$ cat src/rtl/apb_pkg.sv
// Shared types and helpers for the APB master/arbiter.
// State encoding, one-hot decode, timeout counter sizing.
package apb_pkg;

  typedef enum logic [1:0] {
    IDLE   = 2'd0,
    SETUP  = 2'd1,
    ACCESS = 2'd2
  } apb_state_t;

  localparam int TMO_DEF = 15;
  localparam int TMO_W   = $clog2(TMO_DEF + 1);

  function automatic int tmo_width(input int t);
    return (t < 1) ? 1 : $clog2(t + 1);
  endfunction

  // Bit idx set only when idx addresses one of the n slaves.
  function automatic logic [7:0] onehot_decode(
    input logic [2:0] idx,
    input int         n
  );
    onehot_decode = '0;
    if (int'(idx) < n) onehot_decode[idx] = 1'b1;
  endfunction

endpackage

$ cat src/rtl/apb_rr_arbiter.sv
// Round-robin arbiter; owns the last-grant pointer.
// Search starts one past the last winner and wraps.
module apb_rr_arbiter #(
  parameter int N  = 4,
  parameter int IW = $clog2(N)
) (
  input  logic          clk,
  input  logic          rst_n,
  input  logic [N-1:0]  req,
  input  logic          en,
  output logic [N-1:0]  gnt,
  output logic [IW-1:0] idx
);

  logic [IW-1:0] last;
  logic          found;

  // First requester after the last winner, modulo N.
  always_comb begin
    found = 1'b0;
    idx   = last;
    for (int i = 1; i <= N; i++) begin
      if (!found && req[(int'(last) + i) % N]) begin
        found = 1'b1;
        idx   = IW'((int'(last) + i) % N);
      end
    end
    gnt = found ? (N'(1) << idx) : '0;
  end

  // Pointer moves only when a grant is actually issued.
  always_ff @(posedge clk or negedge rst_n) begin
    if (!rst_n) last <= IW'(N - 1);
    else if (en && found) last <= idx;
  end

endmodule

$ cat src/rtl/apb_master_arbiter.sv
// APB master sharing one bus among requesters: FSM, regs, resp mux.
// Optional ACCESS timeout enabled by defining APB_TIMEOUT_EN.
module apb_master_arbiter
  import apb_pkg::*;
#(
  parameter int DATA_WIDTH  = 32,
  parameter int ADDR_WIDTH  = 32,
  parameter int NUM_REQ     = 4,
  parameter int NUM_SLV     = 4,
  parameter int SLV_SEL_LSB = 8,
  parameter int TIMEOUT     = 15
) (
  input  logic                                 i_pclk,
  input  logic                                 i_prstn,
  input  logic [NUM_REQ-1:0]                   i_req,
  input  logic [NUM_REQ-1:0]                   i_req_write,
  input  logic [NUM_REQ-1:0][ADDR_WIDTH-1:0]   i_req_addr,
  input  logic [NUM_REQ-1:0][DATA_WIDTH-1:0]   i_req_wdata,
  output logic [NUM_REQ-1:0]                   o_gnt,
  output logic [NUM_REQ-1:0]                   o_done,
  output logic [DATA_WIDTH-1:0]                o_rdata,
  output logic                                 o_err,
  output logic [ADDR_WIDTH-1:0]                o_paddr,
  output logic                                 o_pwrite,
  output logic [NUM_SLV-1:0]                   o_psel,
  output logic                                 o_penable,
  output logic [DATA_WIDTH-1:0]                o_pwdata,
  input  logic [NUM_SLV-1:0][DATA_WIDTH-1:0]   i_prdata,
  input  logic [NUM_SLV-1:0]                   i_pready,
  input  logic [NUM_SLV-1:0]                   i_pslverr
);

  localparam int IW = $clog2(NUM_REQ);
  localparam int SW = (NUM_SLV > 1) ? $clog2(NUM_SLV) : 1;

  apb_state_t          state;
  logic [NUM_REQ-1:0]  arb_gnt;
  logic [IW-1:0]       arb_idx;
  logic [IW-1:0]       win;
  logic [SW-1:0]       sidx;
  logic                mapped;
  logic [2:0]          dec_sel;
  logic [7:0]          dec_oh;
  logic                sel_ready;
  logic                sel_err;
  logic [DATA_WIDTH-1:0] sel_rdata;
  logic                rsp_ready;

`ifdef APB_TIMEOUT_EN
  localparam int TW = tmo_width(TIMEOUT);
  logic [TW-1:0] tcnt;
`endif

  apb_rr_arbiter #(
    .N  (NUM_REQ),
    .IW (IW)
  ) u_arb (
    .clk   (i_pclk),
    .rst_n (i_prstn),
    .req   (i_req),
    .en    (state == IDLE),
    .gnt   (arb_gnt),
    .idx   (arb_idx)
  );

  assign dec_sel = 3'(i_req_addr[arb_idx][SLV_SEL_LSB +: SW]);
  assign dec_oh  = onehot_decode(dec_sel, NUM_SLV);

  // Mux response of the latched slave; others are ignored.
  always_comb begin
    sel_ready = 1'b0;
    sel_err   = 1'b0;
    sel_rdata = '0;
    for (int s = 0; s < NUM_SLV; s++) begin
      if (sidx == SW'(s)) begin
        sel_ready = i_pready[s];
        sel_err   = i_pslverr[s];
        sel_rdata = i_prdata[s];
      end
    end
  end

  assign rsp_ready = mapped ? sel_ready : 1'b1;

  // IDLE -> SETUP -> ACCESS -> IDLE sequencing and APB registers.
  always_ff @(posedge i_pclk or negedge i_prstn) begin
    if (!i_prstn) begin
      state     <= IDLE;
      win       <= '0;
      sidx      <= '0;
      mapped    <= 1'b0;
      o_gnt     <= '0;
      o_done    <= '0;
      o_rdata   <= '0;
      o_err     <= 1'b0;
      o_paddr   <= '0;
      o_pwrite  <= 1'b0;
      o_psel    <= '0;
      o_penable <= 1'b0;
      o_pwdata  <= '0;
`ifdef APB_TIMEOUT_EN
      tcnt      <= '0;
`endif
    end else begin
      o_gnt  <= '0;
      o_done <= '0;
      unique case (state)
        IDLE: begin
          if (|i_req) begin
            o_paddr  <= i_req_addr[arb_idx];
            o_pwrite <= i_req_write[arb_idx];
            o_pwdata <= i_req_wdata[arb_idx];
            o_psel   <= dec_oh[NUM_SLV-1:0];
            o_gnt    <= arb_gnt;
            win      <= arb_idx;
            sidx     <= dec_sel[SW-1:0];
            mapped   <= |dec_oh;
            state    <= SETUP;
          end
        end
        SETUP: begin
          o_penable <= 1'b1;
          state     <= ACCESS;
`ifdef APB_TIMEOUT_EN
          tcnt      <= '0;
`endif
        end
        ACCESS: begin
          if (rsp_ready) begin
            if (!o_pwrite) o_rdata <= mapped ? sel_rdata : '0;
            o_err     <= mapped ? sel_err : 1'b1;
            o_done    <= NUM_REQ'(1) << win;
            o_psel    <= '0;
            o_penable <= 1'b0;
            state     <= IDLE;
          end
`ifdef APB_TIMEOUT_EN
          else if (tcnt == TW'(TIMEOUT - 1)) begin
            o_err     <= 1'b1;
            o_done    <= NUM_REQ'(1) << win;
            o_psel    <= '0;
            o_penable <= 1'b0;
            state     <= IDLE;
          end else begin
            tcnt <= tcnt + TW'(1);
          end
`endif
        end
        default: state <= IDLE;
      endcase
    end
  end

endmodule
$ cat config.mk
export PLATFORM = sky130hd
export DESIGN_NAME = apb_master_arbiter
export DESIGN_NICKNAME = d
export VERILOG_FILES = /design/src/rtl/apb_pkg.sv /design/src/rtl/apb_rr_arbiter.sv /design/src/rtl/apb_master_arbiter.sv
export SDC_FILE = /design/constraint.sdc
export NUM_CORES = 1
export LEC_CHECK = 0
export BUFFER_PORTS_ARGS = -buffer_cell sky130_fd_sc_hd__buf_2
export CAP_MARGIN = 40
export CORE_AREA = 3 3 201 203
export CTS_CLUSTER_SIZE = 20
export DETAILED_ROUTE_END_ITERATION = 6
export DIE_AREA = 0 0 204 206
export HOLD_SLACK_MARGIN = 0.03
export SYNTH_ARGS = -nofsm -noshare
export SYNTH_HDL_FRONTEND = slang
export SYNTH_SLANG_ARGS = --single-unit
$ cat constraint.sdc
create_clock -name i_pclk -period 2.68 [get_ports i_pclk]
set_input_delay 0.536 -clock i_pclk [delete_from_list [all_inputs] [get_ports i_pclk]]
set_output_delay 0.536 -clock i_pclk [all_outputs]
set_load 0.02 [all_outputs]
Yosys cells after proc, flatten, opt, wreduce, memory -nomap -nowiden
Cells that the tools add are included.

storage, ports and cells
  register bits after elaboration = 120
  output and inout bits = 111
  logic and storage cells = 121

cells by class
  $add $sub $neg = 4
  magnitude comparators = 8
  equal/unequal tests = 7
  shift-type cells = 2
  muxes and demuxes = 57
  bitwise operators = 5
  reductions and logical operators = 24

operators with widths
  cell                   count
  $mux W32               7
  $bmux W32 S2           2
  $mux W4                8
  $mux W1                25
  $lt A3 B4 Y1 const B   4
  $mux W2                6
  $bmux W1 S2            5
  $pmux W4 S2            1
  $reduce_and A2 Y1      4
  $reduce_or A2 Y1       4
  $reduce_or A8 Y1       1
  $shl A1 B2 Y4 const A  2
  $eq A2 B2 Y1 const B   3
  $lt A2 B3 Y1 const B   2
  $pmux W2 S3            1
  $reduce_and A3 Y1      2
  $logic_and A1 B1 Y1    5
  $add A2 B1 Y2 const B  2
  $add A2 B2 Y2 const B  2
  $and A1 B1 Y1 const A  4
  $eq A2 B1 Y1 const B   2
  $logic_not A2 Y1       2
  $lt A2 B4 Y1 const B   1
  $ne A2 B2 Y1 const B   2
  7 further kinds        10

Depth between registers and ports, before layout
  depth in word-level cells = 25
  depth in mapped cells = 9
  gate-level depth less buffers = 6

Modules after synthesis
Synthesis repeated with hierarchy kept, for this count alone.

unflattened totals
  cell total of the unflattened synthesis = 482
  area total of the unflattened synthesis = 7213.2 um^2

by module, submodules not included
  module              instances  cells each  area each (um^2)  sequential area each (um^2)
  apb_master_arbiter  1          453         6984.2            2902.8
  apb_rr_arbiter      1          29          229.0             52.6

Least setup slack after synthesis
No wires, ideal clock.

  kind = register to register
  start point = register u_arb.last[0]
  end point = register o_pwdata[0]
  data arrival time = 2.125 ns
  required time = 2.546 ns
  path slack = 0.421 ns
  cell stages (with the launch flop) = 9
  period minus slack after synthesis = 2.259 ns
  cells stage by stage = dfstp_2 buf_4 nand2b_1 a21oi_2 a211oi_4 buf_4 mux2_2 a222oi_1 o21ai_1

on the way
  longest elaborated chain between the ends = 16

RTL lines
  what                                         RTL line                                    text
  from (decl)                                  apb_rr_arbiter.sv:15                        logic [IW-1:0] last;
  from (signal assigned)                       apb_rr_arbiter.sv:33                        if (!rst_n) last <= IW'(N - 1);
  from (signal assigned)                       apb_rr_arbiter.sv:34                        else if (en && found) last <= idx;
  $add A2 B1 Y2                                apb_rr_arbiter.sv:23, apb_rr_arbiter.sv:25
  $bmux W1 S2                                  apb_rr_arbiter.sv:23                        if (!found && req[(int'(last) + i) % N]) begin
  $mux W1 (not written as such) (2 in series)  apb_rr_arbiter.sv:23
  $mux W1                                      apb_rr_arbiter.sv:23
  $logic_not A1 Y1                             apb_rr_arbiter.sv:23
  $logic_and A1 B1 Y1                          apb_rr_arbiter.sv:23
  $mux W1                                      apb_rr_arbiter.sv:23
  $logic_not A1 Y1                             apb_rr_arbiter.sv:23
  $logic_and A1 B1 Y1                          apb_rr_arbiter.sv:23
  $mux W1                                      apb_rr_arbiter.sv:23
  $logic_not A1 Y1                             apb_rr_arbiter.sv:23
  $logic_and A1 B1 Y1                          apb_rr_arbiter.sv:23
  $mux W2 (*)                                  apb_rr_arbiter.sv:23
  $bmux W32 S2 (*)                             apb_master_arbiter.sv:112                   o_pwdata <= i_req_wdata[arb_idx];
  $mux W32 (not written as such) (*)           apb_master_arbiter.sv:112
  to (signal assigned)                         apb_master_arbiter.sv:112
  to (decl)                                    apb_master_arbiter.sv:27                    output logic [DATA_WIDTH-1:0] o_pwdata,

Mark *: on every way between the ends. The rest lies on a longest branch, timed or not. The select of a mux whose other input is x is not followed.
A chain may end at the register's enable or synchronous reset.

Worst setup path after layout
  start point = register u_arb.last[0]
  end point = register o_paddr[19]

on the way
  longest elaborated chain between the ends = 16

RTL lines
  what                                         RTL line                                    text
  $add A2 B1 Y2                                apb_rr_arbiter.sv:23, apb_rr_arbiter.sv:25
  $bmux W1 S2                                  apb_rr_arbiter.sv:23
  $mux W1 (not written as such) (2 in series)  apb_rr_arbiter.sv:23
  $mux W1                                      apb_rr_arbiter.sv:23
  $logic_not A1 Y1                             apb_rr_arbiter.sv:23
  $logic_and A1 B1 Y1                          apb_rr_arbiter.sv:23
  $mux W1                                      apb_rr_arbiter.sv:23
  $logic_not A1 Y1                             apb_rr_arbiter.sv:23
  $logic_and A1 B1 Y1                          apb_rr_arbiter.sv:23
  $mux W1                                      apb_rr_arbiter.sv:23
  $logic_not A1 Y1                             apb_rr_arbiter.sv:23
  $logic_and A1 B1 Y1                          apb_rr_arbiter.sv:23
  $mux W2 (*)                                  apb_rr_arbiter.sv:23
  $bmux W32 S2 (*)                             apb_master_arbiter.sv:110                   o_paddr <= i_req_addr[arb_idx];
  $mux W32 (not written as such) (*)           apb_master_arbiter.sv:110
  to (signal assigned)                         apb_master_arbiter.sv:110
  to (decl)                                    apb_master_arbiter.sv:23                    output logic [ADDR_WIDTH-1:0] o_paddr,

Marked as above.

==> results_dict.tcl <==
set metrics [dict create \
    p_sw_frac 0.427 \
    hold_buffers 0 \
    ant_nets 0 \
    seq_power_share 0.250 \
    synth_cells 647 \
    cp-end-kind "flop" \
    p_per_area_nw_per_um2 1140 \
    outcome "finished with violations" \
    route.met3.wl_um 2810 \
    syn-num-nets 1049 \
    syn2layout_area_growth_pct 58.4 \
    cts.path.max_buffers 2 \
    slew_headroom 0.557 \
    crit_path_start "u_arb.last[0]" \
    grt_max_degree 84 \
    fillers 4125 \
    post-route-util 0.280 \
    maxCapViolCount 0 \
    grt_pass1_wl_um 44800 \
    clk_pin_slew_worst_paths_ns 0.06 \
    core_um2 38600 \
    finalClockSkew_ns 0.00707 \
    dr_wl_met2_um 15300 \
    avgSynthCellArea_um2 10.6 \
    power_frac_clock 0.205 \
    setup_viol 0 \
    hold_viol 0 \
    num_vias 7506 \
    violations "design-rule violations" \
    nets 1547 \
    insertion_delay_ns 0.43 \
    synth_area_leaders "dfrtp_1 42%, mux4_2 11%, mux2_2 10%" \
    synthMuxAreaShare 0.228 \
    dpl_cell_area_um2 10200 \
    ff2ff_setup_slack_ns 0.05 \
    top_layer "met5" \
    rsz0062_at_grt "no" \
    wl_per_cell_um 18.4 \
    yosys_warnings 0 \
    grt_pass1_vias 7795 \
    drtIter0Drc 564 \
    fin_crit_sh 0.980 \
    synth_top_family_by_area "multiplexers" \
    ios 513 \
    grt_use_total 0.141 \
    die_h_um 206 \
    slew_viol_final 0 \
    row_count 72 \
    synth_compound_area_frac 0.192 \
    max_freq_ghz 0.381 \
    route.detailed.drc 2 \
    grt_overflow 0 \
    total_power_mw 12.3 \
    fin_area_um2 10800 \
    antenna_found_initial 6 \
    cts_tree "built" \
    die_w_um 204 \
    synth_edf_count 0 \
    hold_class "input port to asynchronous set/reset pin" \
    cts-buffers-inserted 17 \
    synth-adder-area-share 0 \
    drt-met1-wl_um 11700 \
    p_leak_nw 5.36 \
    synthSimpleGateAreaFrac 0.103 \
    worst_slew_pin_slew_ns 0.664 \
    cp_max_fo 17 \
    synth_top_flop_cell "dfrtp_1" \
    post-dp-hpwl_um 24900 \
    drive_gt1_frac 0.593 \
    wl_um 30900 \
    dr.pass1.iters 7 \
    p_comb_frac 0.546 \
    criticalPathCategory "flop to flop" \
    synth.largest_area_cell "dfrtp_1" \
    die_area_um2 42000 \
    htree_levels 4 \
    r2r_cells 7 \
    ys_types 41 \
    internal_power_mw 7.07 \
    gp_congestion 0.869 \
    ir_worst_vdd_mv 0.576 \
    synthArstFlopShare 1.00 \
    start_util 0.177 \
    cp.required_ns 2.97 \
    synth_top_cell_area_share 0.425 \
    timing.setup.tns_ns 0 \
    clock_sinks 118 \
    ys_seq_elements 118 \
    finalCriticalPeriod_ns 2.63 \
    synth-xor-area-share 0 \
    io_buffer_count 512 \
    worstSetupStartpointType "flop" \
    cp.arrival_ns 2.92 \
    yosysSeqAreaShare 0.433 \
    vias_per_cell 4.48 \
    clockRootBuffer "clkbuf_16" \
    switchingPower_mw 5.27 \
    syn-cell-area_um2 6830 \
    critPathCapture "o_paddr[19]" \
    r2r-end "o_paddr[19]" \
    reg2reg_from "u_arb.last[0]" \
]
-- registers in the layout, summed over array words and instances, names as in the netlist --
name,flops
mapped,1
o_done,4
o_err,1
o_gnt,4
o_paddr,32
o_penable,1
o_psel,4
o_pwdata,32
o_pwrite,1
o_rdata,32
state,2
u_arb.last,2
win,2
-- worst min-delay path by stage --
stage / startpoint / endpoint / slack [ns]
floorplan: i_prstn / mapped / 0.24
global route: i_prstn / o_rdata[29] / 0.08
finish: i_prstn / o_rdata[29] / 0.06
global placement: o_penable / o_penable / 0.46
CTS: i_prstn / o_rdata[29] / 0.05
detailed placement: o_penable / o_penable / 0.46
-- Yosys cell counts, drive strengths merged (3+ instances only) --
cell type,instances
mux4,34
buf,16
mux2i,7
and2,4
nand3,4
o21ai,104
nor2b,3
mux2,64
nand2,138
inv,3
clkbuf,47
o31ai,6
nor2,8
dfrtp,116
a222oi,62
nand2b,8
a21oi,4
-- power by group through the flow --
stage          Combinational (mW)  Clock (mW)  Sequential (mW)
5_1_grt                      7.34        2.68             3.19
3_5_place_dp                 6.79           0             3.11
6_report                     6.73        2.53             3.08
3_3_place_gp                 6.71           0             3.09
2_1_floorplan                3.51           0             3.87
4_1_cts                      6.80        2.62             3.10
-- final cells by class --
type	count	area [µm²]	area share
Antenna cell	1	2.50	0.000231
Clock buffer	20	467	0.0431
Clock inverter	12	175	0.0162
Inverter	3	11.3	0.00104
Multi-Input combinational cell	463	3630	0.335
Sequential cell	118	2960	0.273
Tap cell	518	648	0.0599
Timing Repair Buffer	542	2930	0.271
-- per-stage QoR --
step | worst slack, ns | instances | hold WS, ns
after floorplan | 0.421 | 647 | 0.240
after global placement | -0.0569 | 1644 | 0.456
after detailed placement | -0.0861 | 1644 | 0.461
after CTS | 0.0224 | 1676 | 0.0500
after global routing | 0.0153 | 1677 | 0.0780
final | 0.0528 | 1677 | 0.0646
-- per-layer routing --
layer,GRT usage,vias to the layer above
met5,0,-
met4,0.0666,8
met3,0.0403,50
met2,0.247,440
met1,0.158,3540
li1,-,3468
-- layout by cell type (no fill, tap or decap), types with 7 or more instances in the layout --
cell | Yosys | final
a222oi_1 | 62 | 62
buf_12 | 0 | 11
buf_2 | 8 | 511
buf_4 | 7 | 19
clkbuf_16 | 0 | 17
dfrtp_1 | 116 | 115
mux2_2 | 63 | 63
mux2i_1 | 7 | 7
mux4_2 | 34 | 34
nand2_1 | 138 | 138
nand2b_1 | 8 | 7
nor2_1 | 8 | 8
o21ai_0 | 90 | 90
o21ai_1 | 14 | 12
-- critical path: stages (launching register included) --
cell and delay (ns):
dfstp_2 0.60, nand2b_2 0.19, a21oi_2 0.08, a211oi_4 0.28
buf_12 0.21, mux2_2 0.39, a222oi_1 0.62, o21ai_1 0.11
-- kinds of logic (layout without fill, tap and decap cells) --
group	after synthesis	after routing
compound gates	186	186
buf+inv	66	577
flops	118	118
mux	105	105
other cells	0	1
simple gates	172	172
-- what timing repair did --
action	in CTS	in global routing
endpoints found under the setup margin	0	10
buffers inserted	0	0
gates resized for setup	0	1
hold endpoints to repair	0	0
No activity file was read; power rests on OpenSTA's default activity.
